**src/rtl/jesd204_ext_sync_pkg.sv**
```systemverilog
// Shared types and constants for the external-sync trigger path.
package jesd204_ext_sync_pkg;

   // Trigger FSM states.
   typedef enum logic [2:0] {
      ST_IDLE  = 3'd0,
      ST_ARMED = 3'd1,
      ST_WAIT  = 3'd2,
      ST_DLY   = 3'd3,
      ST_FIRE  = 3'd4,
      ST_DONE  = 3'd5
   } state_t;

   localparam int unsigned DEF_DELAY_W     = 8;
   localparam int unsigned DEF_CNT_W       = 16;
   localparam int unsigned SYNC_STAGES_MIN = 2;
   localparam int unsigned SYNC_STAGES_MAX = 4;

   // True when a synchroniser depth is within the supported range.
   function automatic bit sync_stages_legal(int unsigned n);
      return (n >= SYNC_STAGES_MIN) && (n <= SYNC_STAGES_MAX);
   endfunction

endpackage

```
**src/rtl/jesd204_sync_in_cdc.sv**
```systemverilog
// Synchroniser for the asynchronous sync_in pin plus a registered edge
// detector. sync_edge rises STAGES+1 cycles after sync_in changes.
module jesd204_sync_in_cdc
   import jesd204_ext_sync_pkg::*;
#(
   parameter int unsigned STAGES       = 3,
   parameter int unsigned EDGE_FALLING = 0
) (
   input  logic clk,
   input  logic resetn,
   input  logic sync_in,
   output logic sync_edge
);

   if (!sync_stages_legal(STAGES)) begin : g_bad_stages
      $error("jesd204_sync_in_cdc: STAGES out of range");
   end

   logic [STAGES-1:0] r_sync;
   logic              r_last;
   logic              r_edge;

   // Shift the pin through the synchroniser and flag the selected edge polarity.
   always_ff @(posedge clk) begin
      if (!resetn) begin
         r_sync <= '0;
         r_last <= 1'b0;
         r_edge <= 1'b0;
      end else begin
         r_sync <= {r_sync[STAGES-2:0], sync_in};
         r_last <= r_sync[STAGES-1];
         if (EDGE_FALLING != 0) begin
            r_edge <= ~r_sync[STAGES-1] & r_last;
         end else begin
            r_edge <= r_sync[STAGES-1] & ~r_last;
         end
      end
   end

   assign sync_edge = r_edge;

endmodule

```
**src/rtl/jesd204_ext_sync_trigger.sv**
```systemverilog
// External-sync trigger: captures the first qualifying sync edge while
// armed, aligns it to the next LMFC boundary plus cfg_delay cycles, fires a
// single start pulse and requests disarm.
module jesd204_ext_sync_trigger
   import jesd204_ext_sync_pkg::*;
#(
   parameter int unsigned ENABLED      = 1,
   parameter int unsigned SYNC_STAGES  = 3,
   parameter int unsigned EDGE_FALLING = 0,
   parameter int unsigned DELAY_W      = DEF_DELAY_W,
   parameter int unsigned CNT_W        = DEF_CNT_W
) (
   input  logic               clk,
   input  logic               resetn,
   input  logic               sync_in,
   input  logic               sync_armed,
   input  logic               lmfc_edge,
   input  logic [DELAY_W-1:0] cfg_delay,
   input  logic               status_clr,
   output logic               trigger_out,
   output logic               ext_sync_disarm,
   output logic               busy,
   output logic               sync_overrun,
   output logic [CNT_W-1:0]   trigger_count
);

   logic               w_sync_edge;

   state_t             r_state;
   logic [DELAY_W-1:0] r_cnt;
   logic               r_trigger;
   logic               r_disarm;
   logic               r_busy;
   logic               r_overrun;
   logic [CNT_W-1:0]   r_count;

   jesd204_sync_in_cdc #(
      .STAGES       (SYNC_STAGES),
      .EDGE_FALLING (EDGE_FALLING)
   ) u_sync_in_cdc (
      .clk       (clk),
      .resetn    (resetn),
      .sync_in   (sync_in),
      .sync_edge (w_sync_edge)
   );

   // Trigger FSM with delay counter, status flag and registered outputs.
   // busy is loaded with the next-state != IDLE so it tracks state exactly.
   always_ff @(posedge clk) begin
      if (!resetn) begin
         r_state   <= ST_IDLE;
         r_cnt     <= '0;
         r_trigger <= 1'b0;
         r_disarm  <= 1'b0;
         r_busy    <= 1'b0;
         r_overrun <= 1'b0;
         r_count   <= '0;
      end else begin
         r_trigger <= 1'b0;
         r_disarm  <= 1'b0;
         if (ENABLED == 0) begin
            r_state   <= ST_IDLE;
            r_cnt     <= '0;
            r_busy    <= 1'b0;
            r_overrun <= 1'b0;
            r_count   <= '0;
         end else begin
            // A set in the same cycle as a clear wins.
            if (w_sync_edge && (r_state == ST_WAIT || r_state == ST_DLY)) begin
               r_overrun <= 1'b1;
            end else if (status_clr) begin
               r_overrun <= 1'b0;
            end

            case (r_state)
               ST_IDLE: begin
                  if (sync_armed) begin
                     r_state <= ST_ARMED;
                     r_busy  <= 1'b1;
                  end
               end
               ST_ARMED: begin
                  if (!sync_armed) begin
                     r_state <= ST_IDLE;
                     r_busy  <= 1'b0;
                  end else if (w_sync_edge) begin
                     r_state <= ST_WAIT;
                  end
               end
               ST_WAIT: begin
                  if (!sync_armed) begin
                     r_state <= ST_IDLE;
                     r_busy  <= 1'b0;
                  end else if (lmfc_edge) begin
                     r_cnt   <= cfg_delay;
                     r_state <= ST_DLY;
                  end
               end
               ST_DLY: begin
                  if (!sync_armed) begin
                     r_state <= ST_IDLE;
                     r_busy  <= 1'b0;
                  end else if (r_cnt == '0) begin
                     r_state   <= ST_FIRE;
                     r_trigger <= 1'b1;
                     r_disarm  <= 1'b1;
                     r_count   <= r_count + CNT_W'(1);
                  end else begin
                     r_cnt <= r_cnt - DELAY_W'(1);
                  end
               end
               ST_FIRE: begin
                  r_state <= ST_DONE;
               end
               ST_DONE: begin
                  if (!sync_armed) begin
                     r_state <= ST_IDLE;
                     r_busy  <= 1'b0;
                  end
               end
               default: begin
                  r_state <= ST_IDLE;
                  r_busy  <= 1'b0;
               end
            endcase
         end
      end
   end

   assign trigger_out     = r_trigger;
   assign ext_sync_disarm = r_disarm;
   assign busy            = r_busy;
   assign sync_overrun    = r_overrun;
   assign trigger_count   = r_count;

endmodule
```
**config.mk**
```make
export PLATFORM = sky130hd
export DESIGN_NAME = jesd204_ext_sync_trigger
export DESIGN_NICKNAME = d
export VERILOG_FILES = /design/src/rtl/jesd204_ext_sync_pkg.sv /design/src/rtl/jesd204_sync_in_cdc.sv /design/src/rtl/jesd204_ext_sync_trigger.sv
export SDC_FILE = /design/constraint.sdc
export NUM_CORES = 1
export LEC_CHECK = 0
export CAP_MARGIN = 5
export CORE_ASPECT_RATIO = 1.25
export CORE_UTILIZATION = 50
export CTS_CLUSTER_SIZE = 40
export DETAILED_ROUTE_END_ITERATION = 16
export GPL_ROUTABILITY_DRIVEN = 0
export PLACE_DENSITY = 0.8
export SLEW_MARGIN = 0
export SYNTH_ARGS = -nofsm -noshare
export SYNTH_HDL_FRONTEND = slang
export SYNTH_SLANG_ARGS = --single-unit
```
**constraint.sdc**
```tcl
create_clock -name clk -period 2.2 [get_ports clk]
set_input_delay 0.44 -clock clk [delete_from_list [all_inputs] [get_ports clk]]
set_output_delay 0.44 -clock clk [all_outputs]
set_load 0.01 [all_outputs]
```
==> flow_summary.json, run 1 <==
{
  "critPathKind": "reg -> reg",
  "slew_violations": 0,
  "nNetsFinal": 269,
  "yosysSeqAreaShare_pct": 39.44,
  "cts_root_buf": "clkbuf_8",
  "clockBufferDepth": 2,
  "dr.pass1.iters": 4,
  "hpwl_mm": 2.649,
  "setup-violations-final": 0,
  "numCtsBuffers": 5,
  "path_clk_slew_ps": 70,
  "synth_cell_type_count": 45,
  "critPathTopFamily": "simple AND/OR/NAND/NOR gates",
  "tightest_slew_ps": 392.4,
  "slew_headroom_pct": 73.64,
  "drc": 0,
  "drive_above_1_share_pct": 12.70,
  "end_kind": "register",
  "fp.dieW_um": 55.32,
  "hp-start": "u_sync_in_cdc.r_last",
  "ioPinCount": 34,
  "critPathLaunch": "r_cnt[0]",
  "synth_edf_count": 0,
  "slowest_delay_ps": 610,
  "synthTopCellsByCount": "35 x dfxtp_1, 22 x nor2_1, 17 x nand2_1",
  "cts_hold_buffers": 0,
  "ctsResizeCount": 0,
  "synth_ff_type": "dfxtp_1",
  "track_usage_pct": 21.92,
  "vias": 1610,
  "cts_setup_buffers": 0,
  "grt_overflow_total": 0,
  "drtAntennaViolNets": 0,
  "clock_latency_ps": 290,
  "hold-worst-slack_ps": 390.1,
  "numClockSinks": 35,
  "cpMaxStageDelayCell": "or4_4",
  "synth_seq_cells": 35,
  "drtIter0Drc": 56,
  "final.period_utilization_pct": 94.23,
  "grt_pass1_wl_mm": 6.575,
  "num_antenna_cells": 0,
  "synth.area.top_cells": "dfxtp_1 39%, xnor2_1 4.9%, nor2_1 4.6%",
  "fin_tns_setup_ps": 0,
  "grt_pass1_vias": 1473,
  "cp_data_arrival_time_ps": 2260,
  "max_freq_mhz": 482.4,
  "via_per_inst": 5.571,
  "finish.utilization_pct": 69.45,
  "status": "finished clean",
  "async_flop_share_pct": 0,
  "path_cells": "inv_1 > ha_1 > or2b_1 > or4_4 > nor3_1 > xnor2_1 > nor2_1",
  "ir_drop_uv": 590.9,
  "die_h_um": 68.65,
  "dieArea_um2": 3797,
  "drt-total-wl_mm": 3.780,
  "crit_buf_inv": 1,
  "syn_area_um2": 1777,
  "skew_ps": 7.219,
  "rsz0062_at_grt": "false",
  "hold_viol_final": 0,
  "grt_start_max_net_pins": 21,
  "crit_required_ps": 2380,
  "max_cap_violations": 0,
  "power.leakage_nw": 0.8518,
  "reg2reg_from": "r_cnt[0]",
  "cts_tree": "built",
  "powerDensity_nw_per_um2": 592.0,
  "yosysMostFrequentCell": "dfxtp_1",
  "start_util_pct": 53.69,
  "placeableCoreArea_um2": 3309,
  "port_buffers": 33,
  "syn-num-nets": 227,
  "yosysTopAreaCell": "dfxtp_1",
  "postSynthAreaPerCell_um2": 8.460,
  "antenna_found_initial": 0,
  "min_period_ps": 2073,
  "min_path_type": "reg -> reg",
  "cp_max_fo": 9,
  "critPathLaunchType": "register",
  "synth_top_area_share_pct": 39.44,
  "row_count": 23,
  "ys_warn_count": 0,
  "drt-wirelength-per-cell_um": 13.08,
  "h-tree-depth": 2,
  "synthCells": 210,
  "area_delta_synth_final_pct": 29.37
}
==> logic make-up (layout without fill, tap and decap cells) <==
logic type / Yosys count / count (layout) / share of synthesized area, %
compound gates: 41 / 41 / 14.44
fa+ha+maj: 3 / 3 / 2.113
simple gates: 97 / 97 / 31.69
flops: 35 / 35 / 39.44
mux: 2 / 2 / 1.127
xor+xnor: 13 / 13 / 6.408
buf+inv: 19 / 61 / 4.789
==> per-stage QoR <==
| step | cells | worst slack (ps) | area [µm²] | power, W |
|---|---|---|---|---|
| 2_1_floorplan | 210 | 217.7 | 1777 | 0.0007503 |
| 3_3_place_gp | 282 | -11.60 | 2196 | 0.0008133 |
| 3_5_place_dp | 282 | -57.69 | 2196 | 0.0008138 |
| 4_1_cts | 289 | 122.7 | 2298 | 0.001370 |
| 5_1_grt | 289 | 11.02 | 2298 | 0.001425 |
| 6_report | 289 | 127.0 | 2298 | 0.001361 |
==> layout by cell type, fill, tap and decap left out, types with 7 or more instances in the layout <==
cell	synthesis	layout
nand2_1	17	17
o21ai_0	11	11
nor2_1	22	22
clkdlybuf4s50_1	0	33
inv_1	7	7
dfxtp_1	35	35
xnor2_1	10	10
nor3_1	13	13
buf_4	1	13
a21oi_1	13	13
==> worst paths after layout <==
check                           cells after the start                 endpoint  slack (ps)
worst max-delay path                                7        trigger_count[11]         130
worst max register to register                      7        trigger_count[11]         130
worst min register to register                      1  u_sync_in_cdc.sync_edge         390
worst min-delay path                                1  u_sync_in_cdc.sync_edge         390
==> metal layers <==
metal | global-route usage, % | vias up | routed length (µm)
met3 | 5.037 | 6 | 140
met2 | 35.69 | 32 | 1842
met4 | 9.375 | 0 | 56
met1 | 28.18 | 747 | 1740
li1 | - | 825 | -
met5 | 0 | - | 0
==> state kept, by name (all words and copies together), names as in the netlist <==
signal and cells:
busy 1, ext_sync_disarm 1, r_cnt 8, r_state 3
sync_overrun 1, trigger_count 16, u_sync_in_cdc.r_last 1, u_sync_in_cdc.r_sync 3
u_sync_in_cdc.sync_edge 1
==> report_power, final <==
part	leakage (nW)	internal, W	switching (W)	total (W)
Combinational	0.518	0.0000736	0.0000727	0.000146
Sequential	0.283	0.000646	0.00000782	0.000653
Clock	0.0513	0.000332	0.000229	0.000561
==> layout make-up <==
| class | instances | area (µm²) |
|---|---|---|
| repair buffers | 46 | 427.9 |
| clock inverters | 1 | 30.03 |
| inverters | 8 | 30.03 |
| multi-input cells | 156 | 991.0 |
| fillers | 269 | 1011 |
| flip-flops and latches | 35 | 700.7 |
| well taps | 37 | 46.29 |
| clock buffers | 6 | 72.57 |
(Power assumes the default switching activity.)
==> run 2, diff against run 1 <==
CORE_ASPECT_RATIO = 1.1   (was 1.25)
==> run 2 against run 1 <==
  * Clock power down 12%
  * Cell count is 3.8% higher
  * Maximum frequency fell by 0.59%
  * Via count rose by 2.0%
  * Register-to-register slack barely moved
  * Flip-flop and latch count did not move
  * Die area about the same
  * Global-route usage is 0.74 points higher
==> flow_summary.json, run 2 (same netlist as run 1, synthesis figures left out) <==
{
  "critPathLaunchType": "register",
  "slew_violations": 0,
  "h-tree-depth": 2,
  "drt-total-wl_mm": 3.789,
  "clockBufferDepth": 2,
  "setup-violations-final": 0,
  "die_h_um": 64.52,
  "dr.pass1.iters": 4,
  "status": "finished clean",
  "slew_headroom_pct": 56.58,
  "grt_pass1_wl_mm": 6.403,
  "rsz0062_at_grt": "true",
  "area_delta_synth_final_pct": 29.08,
  "finish.utilization_pct": 68.29,
  "drive_above_1_share_pct": 13.49,
  "ir_drop_uv": 453.6,
  "critPathKind": "reg -> reg",
  "layout_commonest_cell": "dfxtp_1",
  "dieArea_um2": 3796,
  "most-common-layout-cells": "35 x dfxtp_1, 33 x clkdlybuf4s50_1, 22 x nor2_1",
  "via_per_inst": 5.477,
  "grt_pass1_vias": 1468,
  "drc": 0,
  "track_usage_pct": 22.67,
  "vias": 1643,
  "max_cap_violations": 0,
  "ioPinCount": 34,
  "drt-wirelength-per-cell_um": 12.63,
  "numCtsBuffers": 5,
  "hpwl_mm": 2.739,
  "tightest_slew_ps": 649.4,
  "drtIter0Drc": 65,
  "largest_reg_flops": 16,
  "antenna_found_initial": 0,
  "hold_viol_final": 0,
  "placeableCoreArea_um2": 3358,
  "min_period_ps": 2085,
  "grt_overflow_total": 0,
  "dp.cells": 292,
  "cts_tree": "built",
  "row_count": 22,
  "cp_data_arrival_time_ps": 2370,
  "skew_ps": 9.835,
  "end_kind": "register",
  "drtAntennaViolNets": 0,
  "numClockSinks": 35,
  "instances_no_fill": 300,
  "max_freq_mhz": 479.5,
  "fin_tns_setup_ps": 0,
  "port_buffers": 33,
  "clock_latency_ps": 350,
  "ctsResizeCount": 0,
  "min_path_type": "reg -> reg",
  "num_antenna_cells": 0,
  "powerDensity_nw_per_um2": 565.4,
  "start_util_pct": 52.91,
  "fp.dieW_um": 58.84,
  "power.leakage_nw": 0.8447,
  "cp_max_fo": 9,
  "cts_root_buf": "clkbuf_4",
  "final.period_utilization_pct": 94.79,
  "filler_cell_count": 289,
  "grt_start_max_net_pins": 19,
  "crit_required_ps": 2490,
  "path_clk_slew_ps": 110,
  "nNetsFinal": 268,
  "cts_setup_buffers": 0,
  "cts_hold_buffers": 0
}
==> run 2: through the flow <==
| stage | setup WS, ps | hold WS [ps] | instance area [µm²] | power, W |
|---|---|---|---|---|
| floorplan | 217.7 | 367.4 | 1777 | 0.0007503 |
| global placement | -81.82 | 371.1 | 2202 | 0.0008132 |
| detailed placement | -88.52 | 375.4 | 2202 | 0.0008165 |
| CTS | 115.5 | 384.9 | 2288 | 0.001300 |
| global route | -10.85 | 415.4 | 2293 | 0.001363 |
| finish | 114.7 | 384.6 | 2293 | 0.001297 |
==> run 2: where the power goes <==
group / internal, W / total (W) / switching [W]
logic: 0.0000731 / 0.000141 / 0.0000676
clock network: 0.000268 / 0.000494 / 0.000226
registers: 0.000646 / 0.000662 / 0.0000165
==> run 2: final cells by class <==
| cell class | count | area, µm² | share of cell area (%) |
|---|---|---|---|
| inverters | 8 | 30.03 | 1.309 |
| clock buffers | 6 | 51.30 | 2.237 |
| flip-flops and latches | 35 | 700.7 | 30.55 |
| multi-input cells | 156 | 996.0 | 43.43 |
| well taps | 48 | 60.06 | 2.619 |
| clock inverters | 2 | 35.03 | 1.528 |
| repair buffers | 45 | 420.4 | 18.33 |
==> run 2: final timing paths <==
check	startpoint	end	slack (ps)	cells past startpoint
worst max-delay path	r_cnt[0]	trigger_count[8]	110	6
worst min-delay path	u_sync_in_cdc.r_last	u_sync_in_cdc.sync_edge	380	1
worst max register to register	r_cnt[0]	trigger_count[8]	110	6
worst min register to register	u_sync_in_cdc.r_last	u_sync_in_cdc.sync_edge	380	1
==> run 2: critical path, cell delays in order (launching register included) <==
cell and delay [ps]:
dfxtp_1 350, inv_1 110, ha_1 190, or2b_1 290, or4_4 620, or3_1 330, a21oi_1 150
==> run 2: metal layers <==
| metal | track usage (%) | routed length (µm) | up-vias |
|---|---|---|---|
| li1 | - | - | 825 |
| met1 | 27.45 | 1762 | 778 |
| met2 | 36.22 | 1810 | 33 |
| met3 | 7.385 | 143 | 7 |
| met4 | 9.821 | 72 | 0 |
| met5 | 0 | 0 | - |
